### src/rtl/mem_arb_pkg.sv
// Shared constants and port-index type for the two-port memory arbiter.
package mem_arb_pkg;

   localparam int unsigned ADDR_W_DEF = 6;
   localparam int unsigned DATA_W_DEF = 32;

   typedef enum logic {
      PORT0 = 1'b0,
      PORT1 = 1'b1
   } port_t;

   // Opposite port index; used by the round-robin decision.
   function automatic port_t other_port(input port_t p);
      return (p == PORT0) ? PORT1 : PORT0;
   endfunction

endpackage : mem_arb_pkg

### src/rtl/mem_arb_pick.sv
// Combinational winner selection from the two request bits, the
// last-granted pointer and the arbitration mode (fixed or round-robin).
module mem_arb_pick
   import mem_arb_pkg::*;
(
   input  logic  req0,
   input  logic  req1,
   input  port_t last,
   input  logic  rr_en,
   output logic  valid_c,
   output port_t winner_c
);

   always_comb begin
      valid_c  = req0 | req1;
      winner_c = PORT0;
      if (req0 && req1) begin
         // Under contention only round-robin mode looks at the pointer.
         winner_c = rr_en ? other_port(last) : PORT0;
      end else if (req1) begin
         winner_c = PORT1;
      end
   end

endmodule : mem_arb_pick

### src/rtl/mem_arb.sv
// Two-port single-memory arbiter with same-cycle grant and one-cycle read return.
// Define MEM_ARB_RR_EN for round-robin contention; default is fixed priority (port 0).
module mem_arb
   import mem_arb_pkg::*;
#(
   parameter int unsigned ADDR_W = ADDR_W_DEF,
   parameter int unsigned DATA_W = DATA_W_DEF
) (
   input  logic              clk,
   input  logic              rst_n,

   input  logic              p0_req,
   input  logic              p0_we,
   input  logic [ADDR_W-1:0] p0_addr,
   input  logic [DATA_W-1:0] p0_wdata,
   output logic              p0_gnt,
   output logic              p0_rvalid,
   output logic [DATA_W-1:0] p0_rdata,

   input  logic              p1_req,
   input  logic              p1_we,
   input  logic [ADDR_W-1:0] p1_addr,
   input  logic [DATA_W-1:0] p1_wdata,
   output logic              p1_gnt,
   output logic              p1_rvalid,
   output logic [DATA_W-1:0] p1_rdata,

   output logic              mem_we,
   output logic [ADDR_W-1:0] mem_addr,
   output logic [DATA_W-1:0] mem_wdata,
   input  logic [DATA_W-1:0] mem_rdata
);

`ifdef MEM_ARB_RR_EN
   localparam logic RR_EN = 1'b1;
`else
   localparam logic RR_EN = 1'b0;
`endif

   port_t             last_q;
   port_t             owner_q;
   logic              pend_q;
   logic [ADDR_W-1:0] addr_q;
   logic [DATA_W-1:0] wdata_q;
   logic [DATA_W-1:0] p0_rdata_q;
   logic [DATA_W-1:0] p1_rdata_q;

   logic              pick_valid_c;
   port_t             pick_port_c;
   logic              sel_we_c;
   logic [ADDR_W-1:0] sel_addr_c;
   logic [DATA_W-1:0] sel_wdata_c;
   logic              rd_start_c;

   // Requests are masked while reset is held so no grant escapes.
   mem_arb_pick u_pick (
      .req0     (p0_req & rst_n),
      .req1     (p1_req & rst_n),
      .last     (last_q),
      .rr_en    (RR_EN),
      .valid_c  (pick_valid_c),
      .winner_c (pick_port_c)
   );

   // Grant decode and memory-side mux; idle cycles replay the last address/data.
   always_comb begin
      p0_gnt      = 1'b0;
      p1_gnt      = 1'b0;
      sel_we_c    = p0_we;
      sel_addr_c  = p0_addr;
      sel_wdata_c = p0_wdata;
      if (pick_port_c == PORT1) begin
         sel_we_c    = p1_we;
         sel_addr_c  = p1_addr;
         sel_wdata_c = p1_wdata;
      end
      if (pick_valid_c) begin
         p0_gnt = (pick_port_c == PORT0);
         p1_gnt = (pick_port_c == PORT1);
      end
      rd_start_c = pick_valid_c & ~sel_we_c;
      mem_we     = pick_valid_c & sel_we_c;
      mem_addr   = pick_valid_c ? sel_addr_c  : addr_q;
      mem_wdata  = pick_valid_c ? sel_wdata_c : wdata_q;
   end

   // Response steering: memory data is passed through in the response cycle
   // and captured so the port's rdata holds afterwards.
   always_comb begin
      p0_rvalid = pend_q & (owner_q == PORT0);
      p1_rvalid = pend_q & (owner_q == PORT1);
      p0_rdata  = p0_rvalid ? mem_rdata : p0_rdata_q;
      p1_rdata  = p1_rvalid ? mem_rdata : p1_rdata_q;
   end

   // Pointer, owner, outstanding-read flag and held bus values.
   always_ff @(posedge clk or negedge rst_n) begin
      if (!rst_n) begin
         last_q     <= PORT1;
         owner_q    <= PORT0;
         pend_q     <= 1'b0;
         addr_q     <= '0;
         wdata_q    <= '0;
         p0_rdata_q <= '0;
         p1_rdata_q <= '0;
      end else begin
         pend_q <= rd_start_c;
         if (pick_valid_c) begin
            last_q  <= pick_port_c;
            addr_q  <= sel_addr_c;
            wdata_q <= sel_wdata_c;
         end
         if (rd_start_c) begin
            owner_q <= pick_port_c;
         end
         if (p0_rvalid) begin
            p0_rdata_q <= mem_rdata;
         end
         if (p1_rvalid) begin
            p1_rdata_q <= mem_rdata;
         end
      end
   end

endmodule : mem_arb

### config.mk
export PLATFORM = sky130hd
export DESIGN_NAME = mem_arb
export DESIGN_NICKNAME = d
export VERILOG_FILES = /design/src/rtl/mem_arb_pkg.sv /design/src/rtl/mem_arb_pick.sv /design/src/rtl/mem_arb.sv
export SDC_FILE = /design/constraint.sdc
export NUM_CORES = 1
export LEC_CHECK = 0
export BUFFER_PORTS_ARGS = -buffer_cell sky130_fd_sc_hd__buf_4
export CELL_PAD_IN_SITES_DETAIL_PLACEMENT = 0
export CELL_PAD_IN_SITES_GLOBAL_PLACEMENT = 1
export CORE_MARGIN = 5
export CORE_UTILIZATION = 39
export DETAILED_ROUTE_END_ITERATION = 10
export MAX_ROUTING_LAYER = met4
export PLACE_DENSITY = 0.95
export SYNTH_ARGS = -nofsm -noshare
export SYNTH_HDL_FRONTEND = slang
export SYNTH_SLANG_ARGS = --single-unit
export TNS_END_PERCENT = 1
### constraint.sdc
create_clock -name clk -period 2.5 [get_ports clk]
set_clock_uncertainty 0.15 [all_clocks]
set_input_delay 0.25 -clock clk [delete_from_list [all_inputs] [get_ports clk]]
set_output_delay 0.25 -clock clk [all_outputs]
set_load 0.02 [all_outputs]
**Word-level counts from Yosys, hierarchy flattened**

Index checks and enable logic that the tools add are counted.

- Muxes and demuxes: 11
- Reductions and logical operators: 1
- Bitwise logic cells: 10

Operators by type and width:

| kind | number |
|---|---|
| two-way mux 32 bit | 4 |
| two-way mux 6 bit | 2 |
| AND 1 bit | 6 |
| two-way mux 1 bit | 5 |
| NOT 1 bit | 3 |
| logical AND 1 bit | 1 |
| bitwise OR 1 bit | 1 |

- Register bits after elaboration: 104
- Output and inout bits: 107
- Input port bits: 114

**Logic depth before layout (Yosys ltp)**

Gate-level depths: netlist (run 1).

- Depth after elaboration: 6
- Gate-level depth with buffers: 5
- Depth with buffers taken out: 2

**Cells and area by module**

From an unflattened synthesis (run 1), not the netlist that was laid out.

- Cells, all modules: 325
- Area total of the unflattened synthesis: 4484.3 µm²

Modules (own cells, without submodules):

| module | instances | seq. area each (µm²) | area an instance (µm²) | cells each |
|---|---|---|---|---|
| mem_arb | 1 | 2628.8 | 4464.3 | 322 |
| mem_arb_pick | 1 | 0.0 | 20.0 | 3 |

**Least setup slack after synthesis (run 1)**

OpenSTA, ideal clock, no wires.

- Path kind: register -> output
- From: reg owner_q
- To: out p0_rdata[22]
- Arrival time: 1264 ps
- Setup slack: 836 ps
- Required time: 2100 ps
- Cell stages (with the launch flop): 5
- Path buffers: 2
- Path through: dfrtp_1 -> nor2b_1 -> buf_2 -> buf_4 -> mux2_1

- Longest elaborated chain between the ends: 3

RTL lines:

| what | RTL line | RTL |
|---|---|---|
| start: declaration | mem_arb.sv:41 | `port_t owner_q;` |
| start signal: assignment | mem_arb.sv:114 | `owner_q <= pick_port_c;` |
| NOT 1 bit | mem_arb.sv:90 | `p0_rvalid = pend_q & (owner_q == PORT0);` |
| AND 1 bit | mem_arb.sv:90 |  |
| named net p0_rvalid | mem_arb.sv:17 | `output logic p0_rvalid,` |
| two-way mux 32 bit | -- |  |
| end: declaration | mem_arb.sv:18 | `output logic [DATA_W-1:0] p0_rdata,` |

The timed path passes the listed nets, and every way through them passes these cells.

**Final worst setup path (run 1)**

- From: in rst_n
- To: out mem_wdata[1]

- Longest elaborated chain between the ends: 5
- Elaborated cells between the ends (all ways): 8
- Classes of those cells: 4 x mux; 3 x bitwise; 1 x reduce/logical

RTL lines:

| what | RTL line | RTL |
|---|---|---|
| start: declaration | mem_arb.sv:10 | `input logic rst_n,` |
| AND 1 bit (on tied branches) | mem_arb.sv:58, mem_arb.sv:57 |  |
| two-way mux 1 bit or logical AND 1 bit (tied branches) | mem_arb_pick.sv:20, mem_arb_pick.sv:17 |  |
| two-way mux 1 bit | mem_arb_pick.sv:17 | `if (req0 && req1) begin` |
| two-way mux 32 bit | mem_arb.sv:72 | `if (pick_port_c == PORT1) begin` |
| two-way mux 32 bit (*) | -- |  |
| end: declaration | mem_arb.sv:30 | `output logic [DATA_W-1:0] mem_wdata,` |

Mark *: on every way between the ends. The rest lies on a longest branch, timed or not.

==> results of run 1 <==
[sequential cells by signal (all words and copies together), names as in the netlist]
name and count:
p1_rdata_q 32, addr_q 6, p0_rdata_q 32, wdata_q 32, pend_q 1, owner_q 1
[metrics by stage]
step	cells	setup WS, ns	total power, mW	hold WS (ns)	instance area [µm²]
2_1_floorplan	332	0.8359	3.355	-0.1956	4710
3_3_place_gp	676	0.5274	4.320	-0.08618	6457
3_5_place_dp	676	0.5160	4.391	-0.08910	6457
4_1_cts	708	0.1418	5.825	0.0007443	6918
5_1_grt	708	0.02277	6.055	0.004320	6918
6_report	708	0.1591	5.748	0.01360	6918
[per-layer routing]
layer  up-vias  GRT usage, %  share of wire, %
li1       1686             -                 -
met1      1810         21.87                40
met2       174         30.01                48
met3        21         8.153                10
met4         0         5.082               1.8
met5         -             -                 0
[timing repair]
| item | CTS | global route |
|---|---|---|
| setup buffers | 0 | 0 |
| hold buffers | 16 | 0 |
| hold endpoints to repair | 91 | 0 |
[cell families after synthesis]
| logic type | synth area share (%) |
|---|---|
| AOI/OAI and AO/OA | 8.741 |
| muxes | 15.30 |
| DFF | 55.26 |
| buffers and inverters | 4.038 |
| and+or+nand+nor | 16.66 |
[final cells by class]
| cell class | count | share of cell area (%) |
|---|---|---|
| flip-flops and latches | 104 | 37.62 |
| multi-input cells | 194 | 27.82 |
| repair buffers | 246 | 27.51 |
| clock buffers | 10 | 3.455 |
| well taps | 147 | 2.659 |
| clock inverters | 6 | 0.8862 |
| inverters | 1 | 0.05426 |
[power breakdown]
group          internal [mW]  leakage, nW  switching [mW]
sequential              2.10         1.20           0.114
combinational          0.973         1.88            1.17
clock                  0.725        0.144           0.658
total                   3.80         3.22            1.94
[cells in the final DEF (no fill, tap or decap)]
cell type and instances:
inv_8 1, buf_6 1, nand2_1 3, o211a_1 38
nand3b_1 39, nor4bb_1 1, nor2b_1 2, nor2b_4 1
a211o_1 1, nand4bb_1 38, clkbuf_8 1, clkinv_4 2
clkinv_8 1, nor3b_1 1, nor2_1 1, clkbuf_16 9
o21a_1 2, inv_1 1, mux2_1 64, and2_1 1
a21boi_1 1, buf_12 1, dfrtp_1 104, buf_4 228
inv_6 1, nand2b_1 1, clkinvlp_4 1, dlygate4sd3_1 16
[final timing paths]
| path | start | endpoint | slack (ns) | cells after the start |
|---|---|---|---|---|
| setup / recovery | rst_n | mem_wdata[1] | 0.16 | 6 |
| hold / removal | mem_rdata[1] | p1_rdata_q[1] | 0.01 | 2 |
| setup reg to reg | owner_q | p1_rdata_q[0] | 0.90 | 3 |
| hold reg to reg | p1_rdata_q[26] | p1_rdata_q[26] | 0.34 | 1 |
| max in group asynchronous | rst_n | p1_rdata_q[3] | 1.03 | 4 |
| min in group asynchronous | rst_n | p1_rdata_q[1] | 0.12 | 2 |
==> summary.md, run 1 <==
| Metric | Value |
|---|---|
| Clock buffer depth | `2` |
| Arrival time at the worst endpoint | `approximately 1.9 ns` |
| Status | `complete, no violations` |
| DIE WIDTH | `119.9 µm` |
| HPWL after DPL | `9407 µm` |
| Avg WL per Cell | `~18 µm` |
| Max Cap Viol | `0` |
| Row cnt | `40` |
| Clk Latency, worst-skew pair | `0.34 ns` |
| Vias in the first global route | `a little under 4000` |
| Peak VDD IR | `0.7488 mV` |
| FF/Latch Area | `approximately 2600 µm²` |
| Unrepaired setup endpoints after global routing | `no` |
| Fin nets | `670` |
| Buffers on Ports | `220` |
| Normalized max-slew margin | `66.28%` |
| Sequential share of the synthesized area | `55.26%` |
| Gr ovfl total | `0` |
| Die height | `119.9 µm` |
| Initial Util | `39.54%` |
| Detailed-route via count | `3691` |
| Worst-path fanout max | `108` |
| Total power divided by cell area | `830.9 nW/µm²` |
| Root buffer cell | `clkbuf_16` |
| Core area | `11910 µm²` |
| CP delay by family, top | `buffers and inverters` |
| Clock transition at path regs | `0.07 ns` |
| Leakage | `3.224 nW` |
| Largest net degree at the start of global routing | `109` |
| Top cell type's share of synthesized area | `roughly 55%` |
| Die area | `14370 µm²` |
| #FFs+latches synth | `about 100` |
| GRT Total Usage | `a little under a fifth` |
| Final setup fails | `0` |
| Setup tns final | `0 ns` |
| Worst slew pin tran | `0.5058 ns` |
| Final min period | `2.341 ns` |
| CP peak stage delay | `0.55 ns` |
| Fin util | `58.08%` |
| Post-route DRC | `0` |
| H-tree levels | `3` |
| Layout cell share with drive strength beyond 1 | `44.03%` |
| Critical Path RT | `2.10 ns` |
| Placer congestion estimate | `0.7635` |
| First-pass GRT wire length | `20620 µm` |
| Synth warn | `0` |
| Number of enable flip-flop cells after synthesis | `0` |
| Layout area overhead | `46.89%` |
| Final Hold Fails | `0` |
| DRT Wirelength | `13030 µm` |
| TritonCTS clock tree | `built` |
| TritonRoute pass-1 iters | `5` |
| Post-cts sizing count | `0` |
| Crit end category | `output port` |
| Antenna violations before repair | `0` |
| Initial drt markers | `201` |
| Antenna Cells | `0` |
| Buf/Inv on CP | `4` |
| Crit-path cells | `dlygate4sd3_1 > buf_6 > buf_12 > nand4bb_1 > o211a_1 > buf_4` |
| Crit path max-delay cell type | `dlygate4sd3_1` |
| Synthesized area per cell | `approximately 14 µm²` |
| # fillers | `956` |
| Post-synth top cells | `dfrtp_1, mux2_1, nand3b_1` |
| Clock Sinks | `104` |
| Detail Route Antenna Nets | `0` |
| Synth cell types | `20` |
| Mapped Cells | `332` |
| Syn_nets | `446` |
| HP Class | `primary input to flop` |
| Netlist Area Pre-Place | `4710 µm²` |
| Tcrit/Tclk final | `93.63%` |
| Synth area leaders | `dfrtp_1, mux2_1, nand4bb_1` |
| Worst Setup Path Type | `primary input to output port` |
| Slew Viols, Final | `0` |
| Max Fclk | `427.2 MHz` |
| Ys flop type | `dfrtp_1` |
| Multi-input logic area | `around 1900 µm²` |
| Num CTS Buffers | `9` |
| Post-synth top area cell | `dfrtp_1` |
| Vias/cell | `5.213` |
| Ports | `approximately 220` |
| Top-count cell post-synth | `dfrtp_1` |
| Startpoint types | `primary input` |
| Async S/R FF share, synth | `100.0%` |
Note: power is estimated with default switching activity, not from simulation.
==> inputs of run 2 (changes only) <==
clock period = 2.77 ns   (was 2.5 ns; I/O delays follow)
==> summary.md, run 2 (synthesized netlist as in run 1, its figures left out) <==
| Metric | Value |
|---|---|
| Slew Viols, Final | `0 (unchanged)` |
| Total power divided by cell area | `757.8 nW/µm² (was 830.9 nW/µm²)` |
| CP most frequent cell | `buf_4` |
| Top flop regs | `p0_rdata_q: 32 flops, p1_rdata_q: 32 flops, wdata_q: 32 flops (unchanged)` |
| Normalized max-slew margin | `67.25% (was 66.28%)` |
| Vias in the first global route | `3865 (was 3959)` |
| GRT Total Usage | `18.07% (was 18.81%)` |
| Met2 usage | `28.99% (was 30.01%)` |
| Clock buffer depth | `2 (unchanged)` |
| Avg WL per Cell | `18.50 µm (was 18.40 µm)` |
| Antenna Cells | `0 (unchanged)` |
| Worst-path fanout max | `61 (was 108)` |
| Ports | `221 (unchanged)` |
| Vias/cell | `5.184 (was 5.213)` |
| Placer congestion estimate | `0.7886 (was 0.7635)` |
| Detailed-route via count | `3608 (was 3691)` |
| Clk Latency, worst-skew pair | `0.33 ns (was 0.34 ns)` |
| CP delay by family, top | `buffers and inverters (unchanged)` |
| Peak VDD IR | `0.5247 mV (was 0.7488 mV)` |
| Startpoint types | `primary input (unchanged)` |
| Arrival time at the worst endpoint | `2.15 ns (was 1.94 ns)` |
| Post-CTS setup buffers | `0 (unchanged)` |
| Crit end category | `output port (unchanged)` |
| Root buffer cell | `clkbuf_16 (unchanged)` |
| Antenna violations before repair | `0 (unchanged)` |
| CP peak stage delay | `0.54 ns (was 0.55 ns)` |
| Layout cell share with drive strength beyond 1 | `45.54% (was 44.03%)` |
| # fillers | `977 (was 956)` |
| H-tree levels | `3 (unchanged)` |
| HPWL after DPL | `9480 µm (was 9407 µm)` |
| Core area | `11910 µm² (unchanged)` |
| Detail Route Antenna Nets | `0 (unchanged)` |
| Tcrit/Tclk final | `92.96%` |
| Commonest non-fill, non-tap cell in the layout | `buf_4 (unchanged)` |
| Crit path max-delay cell type | `dlygate4sd3_1 (unchanged)` |
| Layout area overhead | `44.08% (was 46.89%)` |
| Final min period | `between 2 and 3 ns` |
| Max Cap Viol | `0 (unchanged)` |
| Num CTS Buffers | `9 (unchanged)` |
| Leakage | `3.179 nW (was 3.224 nW)` |
| Row cnt | `40 (unchanged)` |
| Buf/Inv on CP | `4 (unchanged)` |
| WHS | `0.03664 ns (was 0.01360 ns)` |
| Setup tns final | `0 ns (unchanged)` |
| Critical Path RT | `2.34 ns (was 2.10 ns)` |
| Commonest non-fill, non-tap cells in the layout | `buf_4, dfrtp_1, mux2_1, nand3b_1 (unchanged)` |
| Largest net degree at the start of global routing | `69 (was 109)` |
| Post-route DRC | `0 (unchanged)` |
| Worst slew pin tran | `0.4913 ns (was 0.5058 ns)` |
| Clock transition at path regs | `0.07 ns (about the same)` |
| TritonCTS clock tree | `built (unchanged)` |
| Initial drt markers | `137 (was 201)` |
| Post-cts sizing count | `0 (unchanged)` |
| Clock Sinks | `104 (unchanged)` |
| Die height | `119.9 µm (unchanged)` |
| Die area | `14370 µm² (unchanged)` |
| Max Fclk | `slightly below 400 MHz` |
| DRT Wirelength | `12880 µm (was 13030 µm)` |
| Global route hottest layer | `met2 (unchanged)` |
| Gr ovfl total | `0 (unchanged)` |
| Status | `complete, no violations (unchanged)` |
| Crit-path cells | `dlygate4sd3_1 > buf_6 > o21a_1 > buf_4 > o211a_1 > buf_4 (was dlygate4sd3_1 > buf_6 > buf_12 > nand4bb_1 > o211a_1 > buf_4)` |
| GR met1 Demand/Resource | `22.00% (was 21.87%)` |
| Fin nets | `659 (was 670)` |
| HP Class | `primary input to flop (unchanged)` |
| Worst Setup Path Type | `primary input to output port (unchanged)` |
| TritonRoute pass-1 iters | `4 (was 5)` |
| Unrepaired setup endpoints after global routing | `no (unchanged)` |
| First-pass GRT wire length | `20180 µm (was 20620 µm)` |
| Final Hold Fails | `0 (unchanged)` |
| GR Layer Usage met3 | `6.786% (was 8.153%)` |
| Final setup fails | `0 (unchanged)` |
| Buffers on Ports | `220 (unchanged)` |
| DIE WIDTH | `119.9 µm (unchanged)` |
| Initial Util | `39.54% (unchanged)` |
==> run 2: layout make-up <==
| type | instances | area (µm²) | share of cell area (%) |
|---|---|---|---|
| clock inverters | 5 | 48.80 | 0.7192 |
| flip-flops and latches | 104 | 2603 | 38.36 |
| clock buffers | 10 | 239.0 | 3.522 |
| repair buffers | 235 | 1783 | 26.28 |
| multi-input cells | 194 | 1924 | 28.36 |
| well taps | 147 | 183.9 | 2.711 |
| inverters | 1 | 3.754 | 0.05532 |
==> run 2: worst register-to-register path, delay by kind of cell (launching register included) <==
| kind | cells | cell delay [ns] |
|---|---|---|
| flip-flops | 1 | 0.43 |
| AND/OR/NAND/NOR | 1 | 0.40 |
| multiplexers | 1 | 0.37 |
| buffers and inverters | 1 | 0.28 |
==> run 2: path summary, 6_finish.rpt <==
| path | start | end | slack [ns] | cells past startpoint |
|---|---|---|---|---|
| hold reg to reg | p0_rdata_q[4] | p0_rdata_q[4] | 0.34 | 1 |
| hold / removal | mem_rdata[30] | p0_rdata_q[30] | 0.04 | 2 |
| max in group asynchronous | rst_n | p0_rdata_q[22] | 1.09 | 4 |
| setup reg to reg | owner_q | p0_rdata_q[18] | 1.02 | 3 |
| min in group asynchronous | rst_n | p1_rdata_q[21] | 0.28 | 2 |
| setup / recovery | rst_n | mem_wdata[11] | 0.20 | 6 |
==> run 2: routing by layer <==
metal	wire length, µm	vias up
li1	-	1669
met1	5330	1777
met2	6293	154
met3	1143	8
met4	112	0
met5	0	-
==> run 2: where the power goes <==
| group | internal [mW] | switching (mW) |
|---|---|---|
| Clock | 0.649 | 0.578 |
| Sequential | 1.90 | 0.101 |
| Combinational | 0.868 | 1.05 |
| Total | 3.42 | 1.73 |
==> run 2: what timing repair did <==
item | 4_1_cts | 5_1_grt
hold buffers | 1 | 0
endpoints found under the hold margin | 21 | 0
setup endpoints to repair | 0 | 0
==> run 2: through the flow <==
step / cells / area [µm²] / utilization [%] / power, mW / worst slack, ns
2_1_floorplan: 332 / 4710 / - / 3.028 / 1.079
3_3_place_gp: 680 / 6487 / 54.46 / 3.901 / 0.7379
3_5_place_dp: 680 / 6487 / 54.46 / 3.954 / 0.7135
4_1_cts: 696 / 6785 / 56.96 / 5.200 / 0.1663
5_1_grt: 696 / 6785 / 56.96 / 5.409 / 0.06769
6_report: 696 / 6785 / 56.96 / 5.142 / 0.1951
